## config.mk

```make
export PLATFORM = sky130hd
export DESIGN_NAME = led_cmd_sequencer_flat
export DESIGN_NICKNAME = d
export VERILOG_FILES = /design/src/rtl/led_cmd_sequencer_pkg.sv /design/src/rtl/led_cmd_sequencer_if.sv /design/src/rtl/led_cmd_sequencer_sync_edge.sv /design/src/rtl/led_cmd_sequencer.sv /design/src/flat_wrapper.sv
export SDC_FILE = /design/constraint.sdc
export NUM_CORES = 1
export LEC_CHECK = 0
export CAP_MARGIN = 20
export CORE_MARGIN = 1.5
export CORE_UTILIZATION = 51
export DETAILED_ROUTE_END_ITERATION = 6
export PLACE_DENSITY = 0.82
export SLEW_MARGIN = 0
export SYNTH_ARGS = -nofsm -noshare
export SYNTH_HDL_FRONTEND = slang
export SYNTH_SLANG_ARGS = --single-unit
export TNS_END_PERCENT = 50
```

## constraint.sdc

```tcl
create_clock -name CLK -period 5.55 [get_ports CLK]
set_input_delay 0.8325 -clock CLK [delete_from_list [all_inputs] [get_ports CLK]]
set_output_delay 0.8325 -clock CLK [all_outputs]
set_load 0.02 [all_outputs]
```

## src/rtl/led_cmd_sequencer_pkg.sv

```systemverilog
// Shared constants, instruction encodings and sequencer FSM states for the LED
// command front-end and the per-LED controllers.
package led_ctrl_pkg;

  localparam int CMD_W   = 8;
  localparam int ADDR_W  = 5;
  localparam int INSTR_W = 3;
  localparam int CNT_W   = $clog2(CMD_W + 1);

  localparam logic [ADDR_W-1:0] ADDR_BROADCAST = 5'd31;

  typedef enum logic [INSTR_W-1:0] {
    INSTR_OFF        = 3'd0,
    INSTR_ON         = 3'd1,
    INSTR_BLINK_SLOW = 3'd2,
    INSTR_BLINK_FAST = 3'd3
  } instr_e;

  typedef enum logic [1:0] {
    ST_IDLE   = 2'd0,
    ST_SHIFT  = 2'd1,
    ST_COMMIT = 2'd2
  } state_e;

endpackage

```

## src/rtl/led_cmd_sequencer_if.sv

```systemverilog
// Host serial link plus LED state/pattern outputs of the command sequencer.
interface led_cmd_sequencer_if #(
  parameter int NUM_LEDS = 23
);
  logic                  SCLK;
  logic                  DATA;
  logic                  LATCH;
  logic [3*NUM_LEDS-1:0] led_state;
  logic                  pattern1;
  logic                  pattern2;
  logic                  cmd_strobe;
  logic                  cmd_error;

  modport master (
    output SCLK, DATA, LATCH,
    input  led_state, pattern1, pattern2, cmd_strobe, cmd_error
  );

  modport slave (
    input  SCLK, DATA, LATCH,
    output led_state, pattern1, pattern2, cmd_strobe, cmd_error
  );
endinterface

```

## src/rtl/led_cmd_sequencer_sync_edge.sv

```systemverilog
// Two-flop synchronizer with a registered rising-edge pulse; the pulse appears
// in the third clock after the asynchronous input rises.
module sync_edge (
  input  logic clk,
  input  logic rst,
  input  logic async_i,
  output logic sync_o,
  output logic rise_o
);
  logic meta_q, sync_q, prev_q, rise_q;

  always_ff @(posedge clk or posedge rst) begin
    if (rst) begin
      meta_q <= 1'b0;
      sync_q <= 1'b0;
      prev_q <= 1'b0;
      rise_q <= 1'b0;
    end else begin
      meta_q <= async_i;
      sync_q <= meta_q;
      prev_q <= sync_q;
      rise_q <= sync_q & ~prev_q;
    end
  end

  assign sync_o = sync_q;
  assign rise_o = rise_q;
endmodule

```

## src/rtl/led_cmd_sequencer.sv

```systemverilog
// Assembles host serial frames into per-LED instruction slots and generates
// the shared slow/fast blink patterns.
module led_cmd_sequencer
  import led_ctrl_pkg::*;
#(
  parameter int NUM_LEDS   = 23,
  parameter int PRESCALE_W = 20
) (
  input logic CLK,
  input logic RESET,
  led_cmd_sequencer_if.slave bus
);
  localparam logic [ADDR_W-1:0] NUM_LEDS_A = ADDR_W'(NUM_LEDS);
  localparam logic [CNT_W-1:0]  FULL_CNT   = CNT_W'(CMD_W);

  logic sclk_rise, latch_sync, latch_rise;
  logic data_meta_q, data_sync_q;

  state_e                state_q;
  logic [CNT_W-1:0]      bit_cnt_q;
  logic [CMD_W-1:0]      shreg_q;
  logic [3*NUM_LEDS-1:0] slots_q;
  logic                  strobe_q, error_q;
  logic [PRESCALE_W-1:0] cnt_q;

  logic                latch_go, shift_go, frame_full, addr_hit, bcast, accept;
  logic [ADDR_W-1:0]   addr;
  logic [INSTR_W-1:0]  instr;
  logic [NUM_LEDS-1:0] slot_we;

  sync_edge u_sclk (
    .clk     (CLK),
    .rst     (RESET),
    .async_i (bus.SCLK),
    .sync_o  (),
    .rise_o  (sclk_rise)
  );

  sync_edge u_latch (
    .clk     (CLK),
    .rst     (RESET),
    .async_i (bus.LATCH),
    .sync_o  (latch_sync),
    .rise_o  (latch_rise)
  );

  // DATA is only ever consumed on an SCLK pulse, so a level synchronizer suffices.
  always_ff @(posedge CLK or posedge RESET) begin
    if (RESET) begin
      data_meta_q <= 1'b0;
      data_sync_q <= 1'b0;
    end else begin
      data_meta_q <= bus.DATA;
      data_sync_q <= data_meta_q;
    end
  end

  always_comb begin
    addr       = shreg_q[ADDR_W-1:0];
    instr      = shreg_q[CMD_W-1 -: INSTR_W];
    frame_full = (bit_cnt_q == FULL_CNT);
    addr_hit   = (addr < NUM_LEDS_A);
    bcast      = (addr == ADDR_BROADCAST);
    latch_go   = latch_rise && (state_q != ST_COMMIT);
    // A held-high LATCH also masks an SCLK edge arriving alongside its rise.
    shift_go   = sclk_rise && !latch_sync && (state_q != ST_COMMIT);
    accept     = latch_go && frame_full && (addr_hit || bcast);
    for (int i = 0; i < NUM_LEDS; i++) begin
      slot_we[i] = accept && (bcast || (addr == ADDR_W'(i)));
    end
  end

  // The commit decision is taken on the edge that enters COMMIT, so the write
  // and the strobe/error pulse land together one cycle after the LATCH pulse.
  always_ff @(posedge CLK or posedge RESET) begin
    if (RESET) begin
      state_q   <= ST_IDLE;
      bit_cnt_q <= '0;
      shreg_q   <= '0;
      slots_q   <= '0;
      strobe_q  <= 1'b0;
      error_q   <= 1'b0;
    end else begin
      strobe_q <= 1'b0;
      error_q  <= 1'b0;
      case (state_q)
        ST_IDLE, ST_SHIFT: begin
          if (latch_go) begin
            state_q  <= ST_COMMIT;
            strobe_q <= accept;
            error_q  <= !accept;
            for (int i = 0; i < NUM_LEDS; i++) begin
              if (slot_we[i]) slots_q[3*i +: 3] <= instr;
            end
          end else if (shift_go) begin
            state_q <= ST_SHIFT;
            shreg_q <= {shreg_q[CMD_W-2:0], data_sync_q};
            if (!frame_full) bit_cnt_q <= bit_cnt_q + 1'b1;
          end
        end
        ST_COMMIT: begin
          state_q   <= ST_IDLE;
          bit_cnt_q <= '0;
          shreg_q   <= '0;
        end
        default: state_q <= ST_IDLE;
      endcase
    end
  end

  always_ff @(posedge CLK or posedge RESET) begin
    if (RESET) cnt_q <= '0;
    else       cnt_q <= cnt_q + 1'b1;
  end

  assign bus.led_state  = slots_q;
  assign bus.pattern1   = cnt_q[PRESCALE_W-1];
  assign bus.pattern2   = cnt_q[PRESCALE_W-3];
  assign bus.cmd_strobe = strobe_q;
  assign bus.cmd_error  = error_q;
endmodule

```

## src/flat_wrapper.sv

```systemverilog
// flat-port wrapper written by rule: the top's interface ports become plain ports
module led_cmd_sequencer_flat import led_ctrl_pkg::*;
#(
  parameter int NUM_LEDS   = 23,
  parameter int PRESCALE_W = 20
)
  (CLK, RESET, bus_SCLK, bus_DATA, bus_LATCH, bus_led_state, bus_pattern1, bus_pattern2, bus_cmd_strobe, bus_cmd_error);
  led_cmd_sequencer_if #(.NUM_LEDS(NUM_LEDS)) bus_i ();
  input logic CLK;
  input logic RESET;
  input wire logic [$bits(bus_i.SCLK)-1:0] bus_SCLK;
  input wire logic [$bits(bus_i.DATA)-1:0] bus_DATA;
  input wire logic [$bits(bus_i.LATCH)-1:0] bus_LATCH;
  output wire logic [$bits(bus_i.led_state)-1:0] bus_led_state;
  output wire logic [$bits(bus_i.pattern1)-1:0] bus_pattern1;
  output wire logic [$bits(bus_i.pattern2)-1:0] bus_pattern2;
  output wire logic [$bits(bus_i.cmd_strobe)-1:0] bus_cmd_strobe;
  output wire logic [$bits(bus_i.cmd_error)-1:0] bus_cmd_error;
  assign bus_i.SCLK = bus_SCLK;
  assign bus_i.DATA = bus_DATA;
  assign bus_i.LATCH = bus_LATCH;
  assign bus_led_state = bus_i.led_state;
  assign bus_pattern1 = bus_i.pattern1;
  assign bus_pattern2 = bus_i.pattern2;
  assign bus_cmd_strobe = bus_i.cmd_strobe;
  assign bus_cmd_error = bus_i.cmd_error;
  led_cmd_sequencer #(.NUM_LEDS(NUM_LEDS), .PRESCALE_W(PRESCALE_W)) u_core (.CLK(CLK), .RESET(RESET), .bus(bus_i));
endmodule
```

==> impl_metrics.csv <==
group,metric,value,unit
cts,clk_latency,520,ps
cells_and_area,area_growth,29.5,%
pwr,swShare,23.0,%
setup_path,crit_start,"u_core.cnt_q[17]",
routing,avgRoutedWirePerCell,16.3,um
cts,cts_setup_buffers,0,
synthesis,synth_common_cells,"dfrtp_1 (115), mux2_2 (70), nand2_1 (29), nand3_1 (29)",
pwr,p_seq_share,42.9,%
cts,hold_buffers,0,
global_routing,overflow,0,
synthesis,synth_flop_cell,"dfrtp_1",
timing,tightest_slew,859,ps
setup_path,critical_path_depth,1,
synthesis,post-synth-top-area-fraction,58.6,%
pwr,leakage,0.00290,uW
setup_path,max_stage_delay,620,ps
floorplanning,rows,35,
cts,cts_buffer_depth,2,
synthesis,yosysUniqueCellTypes,45,
min_path,hold_path.class,"register to register",
setup_path,setup.worst_path.start_class,"register",
synthesis,syn_avg_cell_area,12.9,um2
timing,fmax,426,MHz
synthesis,yosysTopAreaCell,"dfrtp_1",
timing,fin_setup_tns,0,ps
setup_path,worstPathArrival,1520,ps
global_routing,grt_start_max_net_pins,72,
pwr,comb_power_share,3.8,%
timing,rsz0062_at_grt,"no",
floorplanning,io_pins,78,
global_routing,grt_usage,21.1,%
placed_design,place_hpwl,6350,um
floorplanning,core_area,9280,um2
setup_path,cpLargestDelayFamily,"buffers and inverters",
setup_path,path_buf_inv,1,
synthesis,synth_xor_xnor_area_share,4.28,%
cells_and_area,drive_above_1_share,26.1,%
synthesis,synth_edf_count,0,
min_path,min_path_cells,0,
synthesis,yosys_warnings,0,
floorplanning,dieWidth,101,um
setup_path,r2r_cells,4,
status,outcome,"finished clean",
synthesis,netlist_top_cells_area,"dfrtp_1 (59%), mux2_2 (16%), nand3_1 (3.0%)",
cells_and_area,multi_input_area,1910,um2
routing,via_per_inst,5.35,
setup_path,worst-path-max-fanout,3,
cts,ctsResizeCount,0,
cts,tritoncts,"done",
cells_and_area,fin_area,6360,um2
cts,cts.clk_slew.worst_paths,60,ps
pwr,p_sw,469,uW
setup_path,cp-endpoint,"bus_pattern2",
flow_run,cap_violations,0,
global_routing,grt_pass1_wl,16400,um
timing,slew_headroom,42.7,%
setup_path,cp.required,4720,ps
placed_design,place_congestion,0.831,
pwr,power_density,321,nW/um2
global_routing,grt_pass1_vias,3289,
timing,drv_slew,0,
routing,postRouteAntennaNets,0,
cells_and_area,n_fill_cell,649,
setup_path,rrSetupSlack,3300,ps
timing,setup_viol,0,
setup_path,r2r_start,"u_core.state_q[1]",
cells_and_area,seqCellArea,2880,um2
timing,min_period,2350,ps
cts,clock-sinks,115,
synthesis,syn-num-nets,388,
setup_path,endpoint_kind,"output pin",
routing,drcViolationCount,0,
routing,vias,3208,
synthesis,synth_mux_area_share,16.1,%
synthesis,synth_top_family_by_area,"multiplexers",
synthesis,ys_seq_area_share,58.6,%
routing,wirelength,9770,um
synthesis,yosysMostFrequentCell,"dfrtp_1",
pwr,p_int,1570,uW
synthesis,synth-compound-area-share,4.64,%
timing,final.setup_skew,8.24,ps
cells_and_area,n_antenna_cell,0,
cts,cts_max_level,4,
synthesis,synthArstFlopShare,100,%
setup_path,timing.rr.end,"u_core.bus.led_state[41]",
floorplanning,initial_utilization,52.9,%
placed_design,placedInstanceArea,5760,um2
placed_design,numPortBuffers,77,
global_routing,antenna_found_initial,0,
timing,whs,347,ps
pwr,irDropWorstVdd,0.198,mV
setup_path,path_class,"register to output pin",
synthesis,synth_seq_cells,115,
synthesis,synthAdderAreaFrac,0.765,%
setup_path,cp_slowest_cell,"clkdlybuf4s50_1",
floorplanning,dieArea,10200,um2
cts,cts_root_buf,"clkbuf_8",
cells_and_area,nets,466,
synthesis,syn_inst,380,
cts,cts_buffers,17,
timing,hold_viol_final,0,
timing,setup_slack,3200,ps
setup_path,path_cells,"clkdlybuf4s50_1",
floorplanning,die_h,101,um
synthesis,syn_area,4910,um2
routing,drt_iter0_drc,159,
placed_design,dp_slack,3020,ps
timing,fin_crit_sh,42.3,%
pwr,p_clk_share,53.2,%
synthesis,yosys.area_share.simple,13.1,%
routing,first_pass_iters,4,
-- final cells by class --
cell class	count	share of cell area (%)
Sequential cell	115	45.3
Multi-Input combinational cell	237	30.0
Timing Repair Buffer	78	12.2
Clock buffer	17	6.52
Clock inverter	15	2.85
Tap cell	129	2.54
Inverter	9	0.571
-- worst min-delay path by stage --
stage | slack [ps] | from | to
after global placement | 330 | u_core.u_latch.meta_q | u_core.u_latch.sync_o
final | 350 | u_core.u_sclk.meta_q | u_core.u_sclk.sync_o
after CTS | 350 | u_core.u_sclk.meta_q | u_core.u_sclk.sync_o
after global routing | 350 | u_core.u_latch.meta_q | u_core.u_latch.sync_o
after floorplan | 330 | u_core.data_meta_q | u_core.data_sync_q
after detailed placement | 330 | u_core.u_sclk.meta_q | u_core.u_sclk.sync_o
-- cells in the final DEF, fill, tap and decap left out, types with 8 or more instances in the layout --
cell / instances
dfrtp_1: 115
clkdlybuf4s50_1: 77
mux2_2: 70
nand3_1: 29
nand2_1: 29
clkbuf_16: 16
nor3_1: 13
xor2_1: 13
xnor2_1: 11
inv_1: 8
o21ai_0: 8
nor2_1: 8
-- sequential cells by signal (all words and copies together) (netlist names), 2 cells and up --
register and cells:
u_core.shreg_q 8, u_core.bit_cnt_q 4, u_core.cnt_q 20, u_core.state_q 2
u_core.bus.led_state 69
-- worst register-to-register path: cells and delay by family (launching register included) --
family,cells,cell delay [ps]
AND/OR/NAND/NOR,3,1290
flip-flops,1,460
multiplexers,1,380
-- power groups by stage --
stage	clock, uW	combinational [uW]	sequential, uW
floorplan	0	64.3	880
CTS	1100	78.7	875
finish	1080	77.7	875
global placement	0	71.4	887
detailed placement	0	74.9	889
global route	1140	91.0	878
-- kinds of logic (layout without fill, tap and decap cells) --
kind of cell    count (synthesis)  after routing
compound gates                 28             28
xor+xnor                       24             24
fa+ha+maj                       3              3
buf+inv                        28            119
flops                         115            115
mux                            70             70
simple gates                  112            112
-- metrics by stage --
step / util (%) / std cells / total power, uW
2_1_floorplan: - / 380 / 944
3_3_place_gp: 62.0 / 568 / 959
3_5_place_dp: 62.0 / 568 / 964
4_1_cts: 68.5 / 600 / 2050
5_1_grt: 68.5 / 600 / 2110
6_report: 68.5 / 600 / 2040
-- metal layers --
metal	vias up	GRT usage [%]	routed length, um
met5	-	0	0
met4	0	7.26	80
met3	9	5.83	334
met2	77	35.7	5140
met1	1630	26.0	4220
li1	1492	-	-
No activity file was read; power rests on OpenSTA's default activity.
